## src/rtl/serial_deframer.sv

```systemverilog
// Serial deframer: samples a 1-bit line, finds start/stop framing and
// reassembles NWORDS x WBITS payload words with per-word K flags.
module serial_deframer #(
    parameter int unsigned NWORDS = 3,
    parameter int unsigned WBITS  = 9,
    parameter int unsigned CNT_W  = 16
) (
    input  logic                      clk_i,
    input  logic                      rst_i,
    input  logic                      data_i,
    output logic [NWORDS*WBITS-1:0]   data_o,
    output logic [NWORDS-1:0]         k_o,
    output logic                      valid_o,
    output logic                      frame_err_o,
    output logic                      busy_o,
    output logic [CNT_W-1:0]          frame_cnt_o
);

    localparam int unsigned FRAME_W   = NWORDS * WBITS;
    localparam int unsigned BIT_CNT_W = $clog2(FRAME_W);
    localparam logic [BIT_CNT_W-1:0] LAST_BIT = BIT_CNT_W'(FRAME_W - 1);

    typedef enum logic [1:0] {
        S_IDLE,
        S_SHIFT,
        S_STOP
    } state_t;

    state_t               state;
    logic                 din_q;
    logic [BIT_CNT_W-1:0] cnt;
    logic [FRAME_W-1:0]   shreg;

    // The K flag is the top bit of each word.
    function automatic logic [NWORDS-1:0] k_flags(input logic [FRAME_W-1:0] w);
        logic [NWORDS-1:0] k;
        k = '0;
        for (int unsigned i = 0; i < NWORDS; i++) begin
            k[i] = w[i*WBITS + WBITS - 1];
        end
        return k;
    endfunction

    // Input register: the FSM only ever looks at din_q.
    always_ff @(posedge clk_i or posedge rst_i) begin
        if (rst_i) begin
            din_q <= 1'b0;
        end else begin
            din_q <= data_i;
        end
    end

    always_ff @(posedge clk_i or posedge rst_i) begin
        if (rst_i) begin
            state       <= S_IDLE;
            cnt         <= '0;
            shreg       <= '0;
            data_o      <= '0;
            k_o         <= '0;
            valid_o     <= 1'b0;
            frame_err_o <= 1'b0;
            frame_cnt_o <= '0;
        end else begin
            valid_o     <= 1'b0;
            frame_err_o <= 1'b0;
            case (state)
                S_IDLE: begin
                    if (din_q) begin
                        state <= S_SHIFT;
                        cnt   <= '0;
                    end
                end
                S_SHIFT: begin
                    shreg <= {shreg[FRAME_W-2:0], din_q};
                    cnt   <= cnt + BIT_CNT_W'(1);
                    if (cnt == LAST_BIT) begin
                        state <= S_STOP;
                    end
                end
                S_STOP: begin
                    // A 1 here is a bad stop bit, never a new start bit.
                    if (din_q) begin
                        frame_err_o <= 1'b1;
                    end else begin
                        data_o      <= shreg;
                        k_o         <= k_flags(shreg);
                        valid_o     <= 1'b1;
                        frame_cnt_o <= frame_cnt_o + CNT_W'(1);
                    end
                    state <= S_IDLE;
                end
                default: begin
                    state <= S_IDLE;
                end
            endcase
        end
    end

    assign busy_o = (state != S_IDLE);

endmodule
```

## config.mk

```make
export PLATFORM = sky130hd
export DESIGN_NAME = serial_deframer
export DESIGN_NICKNAME = d
export VERILOG_FILES = /design/src/rtl/serial_deframer.sv
export SDC_FILE = /design/constraint.sdc
export NUM_CORES = 1
export LEC_CHECK = 0
export BUFFER_PORTS_ARGS = -buffer_cell sky130_fd_sc_hd__buf_2
export CORE_MARGIN = 2
export CORE_UTILIZATION = 55
export CTS_CLUSTER_SIZE = 8
export DETAILED_ROUTE_END_ITERATION = 10
export GPL_ROUTABILITY_DRIVEN = 0
export PLACE_DENSITY_LB_ADDON = 0.2
export SYNTH_ARGS = -nofsm -noshare
export SYNTH_HDL_FRONTEND = slang
export SYNTH_SLANG_ARGS = --single-unit
```

## constraint.sdc

```tcl
create_clock -name clk_i -period 6.6 [get_ports clk_i]
set_input_delay 0.66 -clock clk_i [delete_from_list [all_inputs] [get_ports clk_i]]
set_output_delay 0.66 -clock clk_i [all_outputs]
set_load 0.02 [all_outputs]
```

# Yosys cells after proc, flatten, opt, wreduce, memory -nomap -nowiden
# Index checks and enable logic that the tools add are counted.
dict set report totals {
  elab_cells 32
  input_bits 3
  reg_bits 83
  out_inout_bits 49
}
dict set report classes {
  n_reduce_logical 6
  eq_ne 5
  bitwise 1
  addsub 2
  mux 9
}
# op count
set op_table {}
lappend op_table {{16-bit by 1-bit adder with 16-bit output (second input constant)} 1}
lappend op_table {{5-bit case mux with 2 select lines} 1}
lappend op_table {{2-bit AND reduction} 3}
lappend op_table {{5-bit by 1-bit adder with 5-bit output (second input constant)} 1}
lappend op_table {{5-bit == test (second input constant)} 1}
lappend op_table {{5-bit two-way mux} 1}
lappend op_table {{1-bit two-way mux} 4}
lappend op_table {{2-bit two-way mux} 2}
lappend op_table {{2-bit inequality test (second input constant)} 2}
lappend op_table {{2-bit case mux with 2 select lines} 1}
lappend op_table {{2-bit nonzero test} 2}
lappend op_table {{2-bit by 1-bit == test with 1-bit output (second input constant)} 1}
lappend op_table {{2-bit == test (second input constant)} 1}
lappend op_table {{2-bit logical NOT} 1}
lappend op_table {{1-bit NOT} 1}

# Depth between registers and ports, before layout
# Gate-level depths: netlist (run 1).
dict set report logic_depth {
  ltp_word 3
  ltp_mapped 6
  ltp_nobuf 5
}

# Least setup slack after synthesis (run 1)
# Ideal clock, no wire load.
dict set report synth_path {
  path_type {reg-to-output}
  from {reg state[0]}
  to {out busy_o}
  arrival_ps 799
  path_buffers 0
  required_ps 5940
  path_stages_with_launch 2
  slack_ps 5141
  path_cell_list {dfrtp_1 > or2_2}
}
dict set report synth_between {
  elab_chain_cells 1
}
# element line_no
set synth_rtl {}
lappend synth_rtl {{from (decl)} 29} ;# state_t state;
lappend synth_rtl {{from (signal assigned)} 55} ;# state <= S_IDLE;
lappend synth_rtl {{from (signal assigned)} 69} ;# state <= S_SHIFT;
lappend synth_rtl {{from (signal assigned)} 77} ;# state <= S_STOP;
lappend synth_rtl {{2-bit nonzero test} 99} ;# assign busy_o = (state != S_IDLE);
lappend synth_rtl {{to (decl)} 15} ;# output logic busy_o,
# No other way between the ends.

# Final worst setup path (run 1)
# Same ends and word-level chain as after synthesis.

==> flow_summary.yaml, run 1 <==
synth:
  synth_top_area_share_pct: 63.8
  syn_inst: 217
  ys_warn_count: 0
  synth_cell_type_count: 25
  avgSynthCellArea_um2: 14.5
  synth_seq_area_share_pct: 63.8
  synth_seq_cells: 80
  syn_nets: 223
  synth.largest_area_cell: "dfrtp_1"
  syn_area_um2: 3140
  yosys-top-cells-area: "dfrtp_1, mux2_2, xnor2_1"
min_path:
  hold_start: "data_i"
  min_path_type: "in2reg"
  hold_depth: 1
setup_path:
  r2r_slack_ps: 4770
  arrival_ps: 1270
  criticalPathCategory: "reg2out"
  worstRegToRegCells: 5
  cp_cell_sequence: "or2_2 > buf_2"
  slowest_delay_ps: 470
  worst_setup_path_end_kind: "primary output"
  crit_start: "state[0]$_DFFE_PP0P_"
  timing.rr.start: "state[0]$_DFFE_PP0P_"
  critPathRequiredTime_ps: 5940
  worst-path-max-fanout: 7
  crit_slowest_cell: "dfrtp_1"
  start_kind: "register"
sta:
  period_needed_ps: 1930
  slew_viol_final: 0
  hold_viol_final: 0
  tns_ps: 0
  setup_ws_ps: 4670
  holdWs_ps: 430
  tightestPinTransition_ps: 970
  timing.fmax_mhz: 517
  rsz0062_at_grt: "no"
  skew_ps: 10.1
  period_share_pct: 29.3
  slew_headroom_pct: 35.4
  setup_viol: 0
route:
  drc: 0
  ant_nets: 0
  firstDrtPassIters: 4
  wl_mm: 4.95
  avgRoutedWirePerCell_um: 14.2
  drt-initial-drc-count: 122
  vias: 1850
  vias_per_cell: 5.30
placement:
  port_buffers: 51
  place_ws_ps: 4770
  placed_area_um2: 3450
  dpl.hpwl_mm: 3.25
clock_tree:
  htreeDepth: 3
  cts_setup_buffers: 0
  clk_pin_slew_worst_paths_ps: 80
  cts_resized: 0
  cts_root_buf: "clkbuf_8"
  cts.hold.buffers_added: 0
  cts_buffers: 9
  cts.sinks: 80
  clk_latency_ps: 340
  clk_path_buf_depth: 2
  cts_tree: "done"
pwr:
  leakage_nw: 1.87
  powerDensity_nw_per_um2: 364
  peakVddDrop_mv: 0.210
floorplanning:
  coreArea_um2: 5510
  die-area_um2: 6330
  fp-row-count: 27
  die-height_um: 79.6
  start_util_pct: 57.0
  io_pins: 52
  die_w_um: 79.6
grt:
  grt_overflow: 0
  track_usage_pct: 17.1
  grt_pass1_wl_mm: 8.26
  grt_max_degree: 81
  grt_pass1_vias: 1791
  antenna_found_initial: 0
layout:
  final_layout_size_suffix_gt1_share_pct: 44.8
  synthToLayoutAreaGrowth_pct: 16.7
  fill_cells: 435
  design_area_um2: 3660
  n_antenna_cell: 0
  fin_nets: 278
outcome:
  outcome: "complete, no violations"
run:
  max_cap_violations: 0
==> routing by layer <==
metal  global-route usage [%]  wire length [µm]
met1                     23.5              2320
met4                     9.48                90
met2                     25.3              2310
met3                     3.73               225
met5                        0                 0
==> through the flow <==
stage / util [%] / power (mW) / cells
6_report: 66.6 / 1.33 / 349
3_5_place_dp: 62.7 / 0.967 / 333
3_3_place_gp: 62.7 / 0.955 / 333
5_1_grt: 66.6 / 1.42 / 349
2_1_floorplan: - / 0.899 / 217
4_1_cts: 66.6 / 1.35 / 349
==> path summary, 6_finish.rpt <==
check                                              end
hold reg to reg            frame_cnt_o[15]$_DFFE_PP0P_
setup / recovery                                busy_o
hold / removal                         din_q$_DFF_PP0_
max in group asynchronous           cnt[1]$_DFFE_PP0P_
min in group asynchronous        data_o[4]$_DFFE_PP0P_
setup reg to reg            frame_cnt_o[7]$_DFFE_PP0P_
==> cells by family after synthesis <==
group           after synthesis  synth area share [%]
flops                        80                  63.8
mux                          55                  19.7
simple gates                 43                  7.25
buf+inv                      12                  2.03
fa+ha+maj                     3                  1.20
xor+xnor                     16                  4.46
compound gates                8                  1.55
==> report_power, final <==
group	switching (mW)	total, mW	internal, mW
combinational	0.110	0.257	0.147
sequential	0.0877	0.695	0.608
clock	0.168	0.381	0.213
==> cell type report <==
cell class | count | area (µm²) | area share (%)
inverter | 2 | 8.76 | 0.239
tap | 72 | 90.1 | 2.46
clock buffer | 11 | 131 | 3.58
sequential | 80 | 2000 | 54.6
timing repair buffer | 54 | 278 | 7.58
multi-input combinational | 125 | 1070 | 29.3
clock inverter | 5 | 81.3 | 2.22
==> Yosys cell counts <==
| library cell | number |
|---|---|
| buf_2 | 6 |
| nand2_1 | 10 |
| buf_4 | 3 |
| dfrtp_1 | 80 |
| nand2b_1 | 2 |
| and4_1 | 2 |
| o21ai_0 | 5 |
| or2_2 | 1 |
| xnor2_1 | 10 |
| nor3b_4 | 1 |
| xor2_1 | 6 |
| nand3_1 | 7 |
| inv_1 | 2 |
| mux2_2 | 53 |
| o21bai_1 | 1 |
| mux2_1 | 2 |
| clkbuf_1 | 1 |
| ha_1 | 3 |
| nand4_1 | 6 |
| nor3_1 | 4 |
| and2_1 | 1 |
| a22o_1 | 1 |
| and3_1 | 1 |
| a21o_1 | 1 |
| nor2_1 | 8 |
==> worst max-delay path, delay by kind of cell (launching register included) <==
family / cells / cell delay [ps]
and+or+nand+nor: 1 / 320
DFF: 1 / 470
buffers and inverters: 1 / 160
==> sequential cells by signal, indices dropped and copies added, names as in the netlist <==
register / count
shreg: 27
data_o: 26
frame_cnt_o: 16
cnt: 5
state: 2
din_q: 1
frame_err_o: 1
k_o: 1
valid_o: 1
==> cells in the final DEF (no fill, tap or decap) <==
cell	n
dfrtp_1	80
mux2_2	53
buf_2	51
nand2_1	10
xnor2_1	10
clkbuf_8	9
nor2_1	8
nand3_1	7
nand4_1	6
xor2_1	6
o21ai_0	5
nor3_1	4
ha_1	3
buf_4	3
nand2b_1	2
mux2_1	2
and4_1	2
clkinv_2	2
bufinv_16	2
clkbuf_1	2
nor3b_4	1
o21bai_1	1
a21o_1	1
a22o_1	1
and3_1	1
and2_1	1
inv_1	1
or2_2	1
clkinvlp_4	1
clkinv_4	1
(Power assumes the default switching activity.)
==> inputs of run 2 (changes only) <==
==> constraint.sdc (replaced) <==
create_clock -name clk_i -period 1.8 [get_ports clk_i]
set_input_delay 0.18 -clock clk_i [delete_from_list [all_inputs] [get_ports clk_i]]
set_output_delay 0.18 -clock clk_i [all_outputs]
set_load 0.02 [all_outputs]
==> flow_summary.yaml, run 2 (same netlist as run 1, synthesis figures left out) <==
floorplanning:
  start_util_pct: 57.0
  die_w_um: 79.6
  coreArea_um2: 5510
  die-height_um: 79.6
  die-area_um2: 6330
  io_pins: 52
  fp-row-count: 27
placement:
  dpl.hpwl_mm: 3.49
  port_buffers: 51
  placed_area_um2: 3490
  dp_cells: 335
route:
  firstDrtPassIters: 5
  top_layer: "met4"
  wl_mm: 5.15
  wl_met2_mm: 2.40
  ant_nets: 0
  drc: 0
  vias: 1830
  vias_per_cell: 5.18
  avgRoutedWirePerCell_um: 14.6
  met1_length_mm: 2.42
  drt-initial-drc-count: 99
  routed-wl-met3_um: 252
sta:
  hold_viol_final: 0
  period_share_pct: 89.4
  setup_viol: 0
  holdWs_ps: 359
  slew_viol_final: 0
  timing.fmax_mhz: 621
  period_needed_ps: 1610
  tightestPinTransition_ps: 438
  skew_ps: 7.74
  rsz0062_at_grt: "no"
  tns_ps: 0
  slew_headroom_pct: 70.8
grt:
  track_usage_pct: 18.7
  antenna_found_initial: 0
  grt_overflow: 0
  grt_pass1_vias: 1847
  grt_max_degree: 66
  grt_pass1_wl_mm: 8.87
pwr:
  switching_share_pct: 27.8
  powerDensity_nw_per_um2: 1310
  power.internal_mw: 3.50
  comb_power_share_pct: 20.4
  net-switching-power_mw: 1.35
  leakage_nw: 1.89
  peakVddDrop_mv: 0.771
  clkPwrFrac_pct: 26.8
  p_seq_share_pct: 52.8
layout:
  fill_cells: 412
  design_area_um2: 3710
  reg_top3: "shreg (27), data_o (26), frame_cnt_o (16)"
  fin_nets: 282
  top_register: "shreg"
  final_layout_size_suffix_gt1_share_pct: 44.8
  layout_common_cells: "dfrtp_1, mux2_2, buf_2, clkbuf_8"
  n_antenna_cell: 0
  stdcell_count: 353
  layout_commonest_cell: "dfrtp_1"
  synthToLayoutAreaGrowth_pct: 18.3
  largest_reg_flops: 27
outcome:
  outcome: "complete, no violations"
clock_tree:
  cts_root_buf: "clkbuf_8"
  cts_tree: "done"
  clk_pin_slew_worst_paths_ps: 70
  cts_buffers: 9
  clk_path_buf_depth: 2
  cts.hold.buffers_added: 2
  cts.sinks: 80
  htreeDepth: 3
  clk_latency_ps: 340
  cts_setup_buffers: 0
  cts_resized: 0
setup_path:
  criticalPathCategory: "reg2reg"
  worst-path-max-fanout: 26
  timing.rr.start: "state[0]$_DFFE_PP0P_"
  start_kind: "register"
  crit_start: "state[0]$_DFFE_PP0P_"
  arrival_ps: 1840
  critPathRequiredTime_ps: 2030
  worst_setup_path_end_kind: "register"
min_path:
  min_path_type: "in2async"
run:
  max_cap_violations: 0
-- run 2: cell count changes in the layout (fill, tap and decap cells not counted), sizes merged --
| cell | delta |
|---|---|
| bufinv | -1 |
| dlygate4sd3 | +2 |
| clkbuf | +2 |
| clkinv | -1 |
| buf | +2 |
-- run 2: layout make-up --
class                           count  area, µm²  area share, %
Sequential cell                    80       2000           53.9
Multi-Input combinational cell    125       1070           28.9
Timing Repair Buffer               58        338           9.10
Clock buffer                       13        159           4.28
Tap cell                           72       90.1           2.43
Clock inverter                      3       40.0           1.08
Inverter                            2       11.3          0.303
-- run 2: critical path: stages (launching register included) --
cell	delay (ps)
dfrtp_1	460
nor3b_4	280
buf_12	220
and4_1	270
nand4_1	120
xnor2_1	140
-- run 2: power groups by stage --
stage	clock network [mW]	registers (mW)	logic [mW]
finish	1.30	2.56	0.989
floorplan	0	2.54	0.759
global route	1.41	2.63	1.09
CTS	1.34	2.56	1.01
detailed placement	0	2.59	0.996
global placement	0	2.57	0.949
-- run 2: path summary, 6_finish.rpt --
check	end	cells past startpoint	slack (ps)
min in group clk_i	din_q$_DFF_PP0_	2	480
max in group asynchronous	data_o[9]$_DFFE_PP0P_	4	830
hold reg to reg	frame_cnt_o[15]$_DFFE_PP0P_	1	480
setup reg to reg	frame_cnt_o[7]$_DFFE_PP0P_	5	190
hold / removal	data_o[14]$_DFFE_PP0P_	3	360
setup / recovery	frame_cnt_o[7]$_DFFE_PP0P_	5	190
-- run 2: routing by layer --
metal | global-route usage, % | vias up
met4 | 9.31 | 0
met3 | 5.20 | 7
met1 | 26.0 | 904
met5 | 0 | -
li1 | - | 872
met2 | 26.9 | 47
-- run 2: per-stage QoR --
step | utilization [%] | total power, mW | setup slack [ps]
finish | 67.4 | 4.85 | 190
global route | 67.4 | 5.13 | 82.7
CTS | 67.4 | 4.91 | 178
detailed placement | 63.5 | 3.58 | 185
global placement | 63.5 | 3.52 | 230
floorplan | - | 3.30 | 355
